**config.mk**
```make
export PLATFORM = sky130hd
export DESIGN_NAME = axis_ipg_gate
export DESIGN_NICKNAME = d
export VERILOG_FILES = /design/src/rtl/axis_ipg_gate.sv
export SDC_FILE = /design/constraint.sdc
export NUM_CORES = 1
export LEC_CHECK = 0
export ABC_AREA = 1
export BUFFER_PORTS_ARGS = -buffer_cell sky130_fd_sc_hd__clkbuf_2
export CORE_AREA = 2 2 352 354
export CTS_CLUSTER_DIAMETER = 150
export DETAILED_ROUTE_END_ITERATION = 12
export DIE_AREA = 0 0 354 356
export PLACE_DENSITY = 0.3
export SYNTH_ARGS = -nofsm -noshare
export SYNTH_HDL_FRONTEND = slang
export SYNTH_SLANG_ARGS = --single-unit
```
**constraint.sdc**
```tcl
create_clock -name axi_aclk -period 5.7 [get_ports axi_aclk]
set_input_delay 0.855 -clock axi_aclk [delete_from_list [all_inputs] [get_ports axi_aclk]]
set_output_delay 0.855 -clock axi_aclk [all_outputs]
set_load 0.05 [all_outputs]
```
**src/rtl/axis_ipg_gate.sv**
```systemverilog
// axis_ipg_gate: inter-packet-gap gate for an AXI-Stream replay path.
// Holds each packet's head beat until the gap carried in its TUSER field has
// elapsed since the previous downstream TLAST, then forwards the packet
// unmodified. Only TVALID/TREADY are gated; payload passes straight through.
// Optional statistics counters are built when AXIS_IPG_GATE_STATS_EN is defined.
module axis_ipg_gate #(
  parameter int C_AXIS_DATA_WIDTH  = 256,
  parameter int C_AXIS_TUSER_WIDTH = 128,
  parameter int DELAY_LSB          = 32,
  parameter int DELAY_WIDTH        = 32
) (
  input  logic                            axi_aclk,
  input  logic                            axi_aresetn,
  input  logic [C_AXIS_DATA_WIDTH-1:0]    s_axis_tdata,
  input  logic [C_AXIS_DATA_WIDTH/8-1:0]  s_axis_tstrb,
  input  logic [C_AXIS_TUSER_WIDTH-1:0]   s_axis_tuser,
  input  logic                            s_axis_tvalid,
  input  logic                            s_axis_tlast,
  output logic                            s_axis_tready,
  output logic [C_AXIS_DATA_WIDTH-1:0]    m_axis_tdata,
  output logic [C_AXIS_DATA_WIDTH/8-1:0]  m_axis_tstrb,
  output logic [C_AXIS_TUSER_WIDTH-1:0]   m_axis_tuser,
  output logic                            m_axis_tvalid,
  output logic                            m_axis_tlast,
  input  logic                            m_axis_tready,
  input  logic                            gate_en,
  input  logic                            sw_rst,
  output logic [31:0]                     stat_pkt_cnt,
  output logic [31:0]                     stat_stall_cnt
);

  typedef enum logic [0:0] {
    HEAD = 1'b0,
    BODY = 1'b1
  } state_t;

  localparam logic [DELAY_WIDTH-1:0] GAP_ONES = {DELAY_WIDTH{1'b1}};
  localparam logic [DELAY_WIDTH-1:0] GAP_ZERO = {DELAY_WIDTH{1'b0}};
  localparam logic [DELAY_WIDTH-1:0] GAP_ONE  = {{(DELAY_WIDTH-1){1'b0}}, 1'b1};

  state_t                 state_r;
  state_t                 state_nxt_s;
  logic [DELAY_WIDTH-1:0] gap_cnt_r;
  logic [DELAY_WIDTH-1:0] gap_cnt_nxt_s;
  logic [DELAY_WIDTH-1:0] delay_s;
  logic                   open_s;
  logic                   gate_s;
  logic                   m_hs_s;

  // Payload fields pass through untouched.
  assign m_axis_tdata = s_axis_tdata;
  assign m_axis_tstrb = s_axis_tstrb;
  assign m_axis_tuser = s_axis_tuser;
  assign m_axis_tlast = s_axis_tlast;

  // Gap requirement of the beat currently presented; zero when gating is off.
  always_comb begin
    delay_s = GAP_ZERO;
    if (gate_en) begin
      delay_s = s_axis_tuser[DELAY_LSB +: DELAY_WIDTH];
    end else begin
      delay_s = GAP_ZERO;
    end
  end

  // Gate is open mid-packet or once the gap has elapsed; forced shut in reset.
  assign open_s        = (state_r == BODY) || (gap_cnt_r >= delay_s);
  assign gate_s        = open_s & axi_aresetn & ~sw_rst;
  assign m_axis_tvalid = s_axis_tvalid & gate_s;
  assign s_axis_tready = m_axis_tready & gate_s;
  assign m_hs_s        = m_axis_tvalid & m_axis_tready;

  // Next packet-position state from downstream handshakes.
  always_comb begin
    state_nxt_s = state_r;
    case (state_r)
      HEAD: begin
        if (m_hs_s && !s_axis_tlast) begin
          state_nxt_s = BODY;
        end else begin
          state_nxt_s = HEAD;
        end
      end
      BODY: begin
        if (m_hs_s && s_axis_tlast) begin
          state_nxt_s = HEAD;
        end else begin
          state_nxt_s = BODY;
        end
      end
      default: state_nxt_s = HEAD;
    endcase
  end

  // Idle-gap counter: cleared after a TLAST handshake, otherwise saturating count-up.
  always_comb begin
    gap_cnt_nxt_s = gap_cnt_r;
    if (m_hs_s && s_axis_tlast) begin
      gap_cnt_nxt_s = GAP_ZERO;
    end else if (gap_cnt_r != GAP_ONES) begin
      gap_cnt_nxt_s = gap_cnt_r + GAP_ONE;
    end else begin
      gap_cnt_nxt_s = GAP_ONES;
    end
  end

  // State and gap counter registers; a reset releases the first packet at once.
  always_ff @(posedge axi_aclk or negedge axi_aresetn) begin
    if (!axi_aresetn) begin
      state_r   <= HEAD;
      gap_cnt_r <= GAP_ONES;
    end else if (sw_rst) begin
      state_r   <= HEAD;
      gap_cnt_r <= GAP_ONES;
    end else begin
      state_r   <= state_nxt_s;
      gap_cnt_r <= gap_cnt_nxt_s;
    end
  end

`ifdef AXIS_IPG_GATE_STATS_EN
  logic [31:0] pkt_cnt_r;
  logic [31:0] stall_cnt_r;

  // Packet and head-stall statistics, wrapping 32-bit counters.
  always_ff @(posedge axi_aclk or negedge axi_aresetn) begin
    if (!axi_aresetn) begin
      pkt_cnt_r   <= 32'd0;
      stall_cnt_r <= 32'd0;
    end else if (sw_rst) begin
      pkt_cnt_r   <= 32'd0;
      stall_cnt_r <= 32'd0;
    end else begin
      if (m_hs_s && s_axis_tlast) begin
        pkt_cnt_r <= pkt_cnt_r + 32'd1;
      end else begin
        pkt_cnt_r <= pkt_cnt_r;
      end
      if ((state_r == HEAD) && s_axis_tvalid && !open_s) begin
        stall_cnt_r <= stall_cnt_r + 32'd1;
      end else begin
        stall_cnt_r <= stall_cnt_r;
      end
    end
  end

  assign stat_pkt_cnt   = pkt_cnt_r;
  assign stat_stall_cnt = stall_cnt_r;
`else
  assign stat_pkt_cnt   = 32'd0;
  assign stat_stall_cnt = 32'd0;
`endif

endmodule
```
==> flow_summary_export.csv <==
group,metric,value,unit
placed_design,io_buffers,73,
sta,fin_crit,4110,ps
synthesis,synth_cells,941,
route,drc,0,
synthesis,seq_area_frac_synth,0.127,
placed_design,place_ws,1500,ps
floorplan,core,123000,µm²
synthesis,ys.warnings.count,0,
sta,tightest_slew,720,ps
floorplan,die_w,354,µm
synthesis,synth_cell_types,30,
outcome,outcome,"completed",
floorplan,ioPinCount,906,
placed_design,gp_congestion,0.719,
final_layout,fin_nets,1048,
critical_path,cp.arrival,3260,ps
route,dr.pass1.iters,4,
critical_path,startpoint_type,"primary input",
power,p_per_area,397,nW/µm²
clock_network,htreeDepth,2,
min_path,holdCritPathClass,"reg2reg",
job,timing.max_cap.violations,0,
sta,setup_violations,0,
critical_path,crit_type,"in2out",
sta,fmax,243,MHz
placed_design,dp_hpwl,39200,µm
global_routing,overflow,0,
route,drt-total-wl,43700,µm
clock_network,cts_resized,0,
clock_network,clk_path_buf_depth,2,
synthesis,post_synth.cell_area_avg,7.23,µm²
route,vias,4042,
clock_network,hold_buffers,0,
clock_network,insertion_delay,280,ps
synthesis,synth_edf_count,0,
final_layout,multi_input_area,2340,µm²
global_routing,grt_pass1_wl,52300,µm
final_layout,regArea,866,µm²
critical_path,critPathMaxFanout,32,
final_layout,diodes,0,
critical_path,reg2reg_from,"gap_cnt_r[5]",
global_routing,grt_pass1_vias,4067,
power,peakVddDrop,0.125,mV
sta,layout_setup_ws,1590,ps
global_routing,track_usage,0.0661,
placed_design,place_area,5790,µm²
min_path,hold_start,"state_r",
clock_network,cts_tree,"yes",
clock_network,cts_buffers,5,
route,ant_nets,0,
route,wl_per_cell,19.6,µm
sta,maxSlewViolCount,0,
route,avgViaCountPerCell,1.81,
clock_network,cts_sinks,33,
sta,hold_ws,598,ps
global_routing,antenna_found_initial,12,
global_routing,grt_max_degree,35,
sta,rsz0062_at_grt,"no",
synthesis,synth_top_area_frac,0.531,
sta,setup_tns,0,ps
synthesis,synth_common_cells,"buf_4 (481), nand2_1 (144), nor2_1 (66)",
synthesis,synth_largest_area_cell,"buf_4",
critical_path,reg2reg_depth,16,
synthesis,synth-seq-cells,33,
min_path,hold-path-cell-count,4,
synthesis,mappedNetlistArea,6810,µm²
synthesis,async_reset_ff_frac,1.00,
synthesis,post-synth-top-count-cell,"buf_4",
floorplan,rows,129,
floorplan,die_y,356,µm
final_layout,drive_gt1_frac,0.219,
clock_network,clk_pin_slew,60,ps
final_layout,stdcell_area,5950,µm²
final_layout,area_growth,-12.6,%
sta,fin_skew,2.84,ps
synthesis,yosys-top-cells-area,"buf_4 (53%), dfstp_2 (12%), nand2_1 (7.9%)",
clock_network,cts_setup_buffers,0,
route,drt_iter0_markers,199,
clock_network,cts_root_buffer,"clkbuf_16",
floorplan,initial_utilization,0.0555,
synthesis,synthFlopType,"dfstp_2",
critical_path,cp-startpoint,"gate_en",
sta,relSlewSlack,0.520,
final_layout,fill_cells,14700,
critical_path,cp-end-kind,"primary output",
floorplan,die_area,126000,µm²
sta,period_share,0.722,
power,p_leak,2.22,nW
critical_path,critical_path_required,4850,ps
sta,finalHoldViolations,0,
==> per-layer routing <==
metal  routed length, µm  GRT usage
met5                  50    0.00113
met4                1550     0.0224
met3               12000     0.0845
met2               18500     0.0981
met1               11600     0.0511
==> metrics by stage <==
step                      utilization  instances  power [mW]
after CTS                      0.0485       2230        2.41
after global placement         0.0472       2222        2.10
after global routing           0.0485       2230        2.64
final                          0.0485       2230        2.36
after floorplan                     -       1004        2.45
after detailed placement       0.0472       2222        2.09
==> worst paths after layout <==
check | slack, ps | to
setup / recovery | 1590 | s_axis_tready
hold / removal | 600 | state_r
setup reg to reg | 3110 | state_r
hold reg to reg | 600 | state_r
max in group asynchronous | 4670 | gap_cnt_r[20]
min in group asynchronous | 640 | state_r
==> flip-flops by register name (all words and copies together), names as in the netlist <==
register / count
state_r: 1
gap_cnt_r: 32
==> cell families after synthesis <==
group | share of synthesized area
fa+ha+maj | 0.0607
xor+xnor | 0.0360
compound gates | 0.0518
flops | 0.127
buf+inv | 0.564
other cells | 0.000551
simple gates | 0.160
==> worst max-delay path, cell delays in order <==
cell and delay (ps):
clkbuf_2 540, nand2_1 110, ha_1 320, nand2_1 50
inv_1 60, nand2_1 60, nor2_1 110, nor2_1 40
nand2_1 70, nand2_1 50, nand2_1 110, nand2_1 60
nand2_1 260, nand2_1 120, nor2_1 110, clkbuf_2 280
==> power by group <==
| part | internal [mW] | total, mW | switching, mW | leakage (nW) |
|---|---|---|---|---|
| Clock | 0.185 | 0.298 | 0.113 | 0.0799 |
| Combinational | 0.547 | 1.51 | 0.964 | 1.79 |
| Sequential | 0.389 | 0.554 | 0.165 | 0.351 |
==> cell usage in the layout, fill, tap and decap left out, drive strengths merged <==
master,instances
conb,64
o21bai,32
clkbuf,80
nor3,18
nor2,71
o21a,1
nand3b,1
o21ai,4
buf,4
a21oi,17
xnor2,7
nand3,11
nand2,145
or2,1
clkinv,1
nand4,11
dfstp,32
ha,33
xor2,21
inv,38
dfrtp,1
==> cell type report <==
| class | instances | area share |
|---|---|---|
| inverter | 38 | 0.0240 |
| timing repair buffer | 77 | 0.0664 |
| clock inverter | 1 | 0.000841 |
| tap | 1637 | 0.344 |
| multi-input combinational | 437 | 0.393 |
| clock buffer | 7 | 0.0257 |
| sequential | 33 | 0.146 |
(Power assumes the default switching activity.)
